**src/rtl/digota_deadtime.sv**
```systemverilog
// Gate drive for the om/op/cm legs of the DiffDIGOTA output stage.
// Synchronises gate requests and enforces break-before-make with a dead time.
module digota_deadtime #(
    parameter int DEAD_CYC    = 3,
    parameter int SYNC_STAGES = 2
) (
    input  logic       clk,
    input  logic       rst,
    input  logic       en,
    input  logic       ompmos_req,
    input  logic       omnmos_req,
    input  logic       oppmos_req,
    input  logic       opnmos_req,
    input  logic       cmpmos_req,
    input  logic       cmnmos_req,
    input  logic       fault_clr,
    output logic       ompmos,
    output logic       omnmos,
    output logic       oppmos,
    output logic       opnmos,
    output logic       cmpmos,
    output logic       cmnmos,
    output logic [2:0] busy,
    output logic       fault
);

    localparam int CW = $clog2(DEAD_CYC + 1);

    // State bits are {dead, p, n} so the gate outputs come straight
    // from flops and can never glitch into a both-on combination.
    typedef enum logic [2:0] {
        S_HI   = 3'b000,
        S_OFF  = 3'b010,
        S_LO   = 3'b011,
        S_DEAD = 3'b110
    } state_t;

    typedef enum logic [1:0] {
        T_NONE = 2'd0,
        T_HI   = 2'd1,
        T_LO   = 2'd2
    } tgt_t;

    logic [2:0] preq_raw;
    logic [2:0] nreq_raw;
    logic [2:0] preq_s;
    logic [2:0] nreq_s;
    logic [2:0] pg;
    logic [2:0] ng;
    logic [2:0] conflict;

    assign preq_raw = {cmpmos_req, oppmos_req, ompmos_req};
    assign nreq_raw = {cmnmos_req, opnmos_req, omnmos_req};

    generate
        if (SYNC_STAGES == 0) begin : g_bypass
            assign preq_s = preq_raw;
            assign nreq_s = nreq_raw;
        end else begin : g_sync
            logic [2:0] psync [SYNC_STAGES];
            logic [2:0] nsync [SYNC_STAGES];

            // Request synchroniser chains; reset parks them at the off request.
            always_ff @(posedge clk) begin
                if (rst) begin
                    for (int i = 0; i < SYNC_STAGES; i++) begin
                        psync[i] <= '1;
                        nsync[i] <= '0;
                    end
                end else begin
                    psync[0] <= preq_raw;
                    nsync[0] <= nreq_raw;
                    for (int i = 1; i < SYNC_STAGES; i++) begin
                        psync[i] <= psync[i-1];
                        nsync[i] <= nsync[i-1];
                    end
                end
            end

            assign preq_s = psync[SYNC_STAGES-1];
            assign nreq_s = nsync[SYNC_STAGES-1];
        end
    endgenerate

    // pmos-on together with nmos-on is the shoot-through request.
    assign conflict = ~preq_s & nreq_s;

    for (genvar g = 0; g < 3; g++) begin : g_leg
        state_t          st;
        state_t          st_nxt;
        logic [CW-1:0]   cnt;
        logic [CW-1:0]   cnt_nxt;
        tgt_t            tgt;

        // Decode the leg target; conflicts and en=0 both mean off.
        always_comb begin
            tgt = T_NONE;
            if (en && !preq_s[g] && !nreq_s[g]) begin
                tgt = T_HI;
            end else if (en && preq_s[g] && nreq_s[g]) begin
                tgt = T_LO;
            end
        end

        // Next state: any departure from a drive passes through a full DEAD.
        always_comb begin
            st_nxt  = st;
            cnt_nxt = cnt;
            unique case (st)
                S_OFF: begin
                    if (tgt == T_HI) begin
                        st_nxt = S_HI;
                    end else if (tgt == T_LO) begin
                        st_nxt = S_LO;
                    end
                end
                S_HI: begin
                    if (tgt != T_HI) begin
                        st_nxt  = S_DEAD;
                        cnt_nxt = CW'(DEAD_CYC - 1);
                    end
                end
                S_LO: begin
                    if (tgt != T_LO) begin
                        st_nxt  = S_DEAD;
                        cnt_nxt = CW'(DEAD_CYC - 1);
                    end
                end
                S_DEAD: begin
                    if (cnt == '0) begin
                        if (tgt == T_HI) begin
                            st_nxt = S_HI;
                        end else if (tgt == T_LO) begin
                            st_nxt = S_LO;
                        end else begin
                            st_nxt = S_OFF;
                        end
                    end else begin
                        cnt_nxt = cnt - CW'(1);
                    end
                end
                default: begin
                    st_nxt  = S_OFF;
                    cnt_nxt = '0;
                end
            endcase
        end

        // Leg state and dead counter registers.
        always_ff @(posedge clk) begin
            if (rst) begin
                st  <= S_OFF;
                cnt <= '0;
            end else begin
                st  <= st_nxt;
                cnt <= cnt_nxt;
            end
        end

        assign pg[g]   = st[1];
        assign ng[g]   = st[0];
        assign busy[g] = st[2];
    end

    // Sticky fault; a new conflict outranks a simultaneous clear.
    always_ff @(posedge clk) begin
        if (rst) begin
            fault <= 1'b0;
        end else if (|conflict) begin
            fault <= 1'b1;
        end else if (fault_clr) begin
            fault <= 1'b0;
        end
    end

    assign ompmos = pg[0];
    assign omnmos = ng[0];
    assign oppmos = pg[1];
    assign opnmos = ng[1];
    assign cmpmos = pg[2];
    assign cmnmos = ng[2];

endmodule

```
**config.mk**
```make
export PLATFORM = sky130hd
export DESIGN_NAME = digota_deadtime
export DESIGN_NICKNAME = d
export VERILOG_FILES = /design/src/rtl/digota_deadtime.sv
export SDC_FILE = /design/constraint.sdc
export NUM_CORES = 1
export LEC_CHECK = 0
export ABC_AREA = 0
export CORE_UTILIZATION = 30
export DETAILED_ROUTE_END_ITERATION = 8
export SLEW_MARGIN = 20
export SYNTH_ARGS = -nofsm -noshare
export SYNTH_HDL_FRONTEND = slang
export SYNTH_SLANG_ARGS = --single-unit
export TNS_END_PERCENT = 100
```
**constraint.sdc**
```tcl
create_clock -name clk -period 3.2 [get_ports clk]
set_clock_uncertainty 0.2 [all_clocks]
set_input_delay 0.64 -clock clk [delete_from_list [all_inputs] [get_ports clk]]
set_output_delay 0.64 -clock clk [all_outputs]
set_load 0.005 [all_outputs]
```
==> metrics.log <==
INFO  metric place_area = 1710 um2
INFO  metric flow.area_growth_from_synthesis = 19.3%
INFO  metric worst-path-buf-inv = 1
INFO  metric wirelength = 2.98 mm
INFO  metric power.share.sequential = 0.465
INFO  metric synth_top_cell_by_area = dfxtp_1
INFO  metric synth-main-ff-cell = dfxtp_1
INFO  metric die_area = 5260 um2
INFO  metric antenna_left = 0
INFO  metric topRoutingLayerUsed = met4
INFO  metric worst_path_largest_cell_delay = 0.57 ns
INFO  metric initial_util = 0.314
INFO  metric synth.cells.most_frequent = dfxtp_1, nor2b_1, a21oi_1, inv_1, nand2_1
INFO  metric grt_pass1_vias = 1,091
INFO  metric wl_per_cell = 11.6 um
INFO  metric num-nets-final = 204
INFO  metric met2RoutedLength = 1.32 mm
INFO  metric cts.sink_count = 28
INFO  metric number_of_pins_with_negative_max_slew_slack_in_the_final_report = 0
INFO  metric synthTopCellsByArea = dfxtp_1, nor2b_1, a21oi_1
INFO  metric dieWidth = 72.5 um
INFO  metric peak_freq = 0.447 GHz
INFO  metric met1Wirelength = 1.47 mm
INFO  metric ffs_latches_synth = 28
INFO  metric post-route-drc-count = 0
INFO  metric synthesis.instances = 177
INFO  metric worstSetupStartpoint = g_leg[2].st[1]$_SDFFE_PP1P_
INFO  metric p_sw = 229 uW
INFO  metric setup_repair_after_global_routing_missed_its_margin = no
INFO  metric hold_path_startpoint = g_sync.psync[0][2]$_SDFF_PP1_
INFO  metric p_int = 641 uW
INFO  metric post-synth-top-count-cell = dfxtp_1
INFO  metric layout-drive-gt1-share = 0.100
INFO  metric cts-hold-fix-buffers = 0
INFO  metric critPathCaptureType = output port
INFO  metric std_cell_rows = 25
INFO  metric post_syn_area = 1490 um2
INFO  metric maximum_number_of_pins_on_one_net_before_global_route_repair = 17
INFO  metric final_design_area_no_fill = 1780 um2
INFO  metric timing.critical_path.slowest_stage_cell = clkdlybuf4s50_1
INFO  metric synth_top_area_share = 0.376
INFO  metric seq_area_frac_synth = 0.376
INFO  metric number_of_port_buffers = 19
INFO  metric timing.max_slew.rel_slack = 0.666
INFO  metric dp_hpwl = 2.11 mm
INFO  metric final_util = 0.374
INFO  metric cts_repair_resize_count = 0
INFO  metric post_synthesis_net_count = 190
INFO  metric cts_h_tree_depth = 1
INFO  metric run_status = finished clean
INFO  metric numCtsBuffers = 3
INFO  metric power.total = 870 uW
INFO  metric layout_min_cycle_time = 2.24 ns
INFO  metric post-cts-setup-buffers = 0
INFO  metric critical_path.startpoint_type = flip-flop
INFO  metric final_hold_viol_count = 0
INFO  metric hold_path.class = reg2reg
INFO  metric worstReg2RegStart = g_leg[2].st[1]$_SDFFE_PP1P_
INFO  metric fin_setup_tns = 0 ns
INFO  metric detailedRoute.firstIterationViolations = 111
INFO  metric gp_congestion = 0.851
INFO  metric layout.area.seq = 561 um2
INFO  metric cp.arrival = 1.40 ns
INFO  metric vias_per_cell = 4.91
INFO  metric power_frac_comb = 0.216
INFO  metric setup_failing_eps_final = 0
INFO  metric leftover_overflow_at_the_end_of_global_routing = 0
INFO  metric crit_fanout = 11
INFO  metric worst_tran_pin_value = 0.495 ns
INFO  metric avg_cell_area_syn = 8.43 um2
INFO  metric core_region_area = 4750 um2
INFO  metric sw_frac_of_total = 0.263
INFO  metric crit_type = reg2out
INFO  metric timing.critical_path.cells = clkdlybuf4s50_1
INFO  metric synthesis.yosys.warnings = 0
INFO  metric clkTransAtPathRegs = 0.10 ns
INFO  metric pwr-share-clk = 0.319
INFO  metric antenna_found_initial = 0
INFO  metric grt_pass1_wl = 4.90 mm
INFO  metric cts_buffer_depth = 2
INFO  metric netlist-cell-type-count = 47
INFO  metric final.period_utilization = 0.699
INFO  metric antenna_cells_inserted = 0
INFO  metric metal3_wl = 146 um
INFO  metric asyncSetResetFlopFracSynth = 0
INFO  metric cts_tree = yes
INFO  metric critical_path_required = 2.36 ns
INFO  metric worst_path_dominant_cell_family = buffers and inverters
INFO  metric cts-root-buf = clkbuf_8
INFO  metric io_pins = 20
INFO  metric cell_leakage_power = 0.641 nW
INFO  metric vdd_drop_max = 253 uV
INFO  metric die_height = 72.5 um
INFO  metric dr_total_vias = 1,262
INFO  metric whs = 0.214 ns
INFO  metric synth-edff-count = 0
INFO  metric max_cap_viol_count = 0
INFO  metric grtUsageTotal = 0.120
INFO  metric drt_pass1_iterations = 4
INFO  metric clock_latency = 0.28 ns
INFO  metric multiInputGateArea = 821 um2
INFO  metric power_per_cell_area = 489 nW/um2
INFO  metric fillerInstances = 496
==> area by class of cell <==
type | count | share of cell area
clock buffer | 3 | 0.0232
clock inverter | 1 | 0.0169
inverter | 10 | 0.0211
multi-input combinational | 127 | 0.461
sequential | 28 | 0.315
tap | 67 | 0.0471
timing repair buffer | 21 | 0.115
==> flip-flops by register name, indices dropped and copies added (netlist names) <==
register / count
fault: 1
g_sync.psync: 6
g_leg.st: 9
g_sync.nsync: 6
g_leg.cnt: 6
==> cell families (layout without fill, tap and decap cells) <==
logic type      count (synthesis)  count (layout)  synth area share
simple gates                   78              78             0.296
buf+inv                        22              35            0.0738
mux                             2               2            0.0134
fa+ha+maj                       3               3            0.0252
compound gates                 43              43             0.210
xor+xnor                        1               1           0.00587
flops                          28              28             0.376
==> power groups by stage <==
stage               clock network [mW]  logic [mW]  registers, mW
finish                           0.278       0.188          0.405
CTS                              0.285       0.189          0.405
global placement                     0       0.188          0.414
global route                     0.298       0.213          0.410
detailed placement                   0       0.187          0.413
floorplan                            0       0.143          0.400
==> placed cells by master (no fill, tap or decap), drive strengths merged, types with 3 or more instances in the layout <==
cell type	count
dfxtp	28
clkdlybuf4s50	19
nor2b	13
inv	10
nand2	10
a21oi	10
nor3	9
or2	8
nor2	8
nand2b	7
nand3	5
o21ai	5
nand4	4
o22a	3
or4	3
ha	3
clkbuf	3
a211oi	3
==> worst register-to-register path, delay by kind of cell, from the launching register on <==
family	cells	cell delay, ns
simple gates	2	0.69
compound gates	2	0.51
flops	1	0.43
==> metal layers <==
metal,up-vias,GRT usage
met5,-,0
met4,0,0.0501
met3,4,0.0333
met2,33,0.184
met1,564,0.158
li1,661,-
==> worst paths after layout <==
check	end	slack, ns	cells after the start
setup / recovery	cmpmos	0.96	1
hold / removal	g_sync.psync[0][5]$_SDFF_PP1_	0.21	1
setup reg to reg	g_leg[2].cnt[1]$_SDFFE_PP0P_	1.29	4
hold reg to reg	g_sync.psync[0][5]$_SDFF_PP1_	0.21	1
==> stage by stage <==
stage	setup slack, ns	cells
global placement	0.872	253
floorplan	1.22	177
detailed placement	0.834	253
CTS	0.955	257
global route	0.890	257
finish	0.963	257
Note: power is estimated with default switching activity, not from simulation.
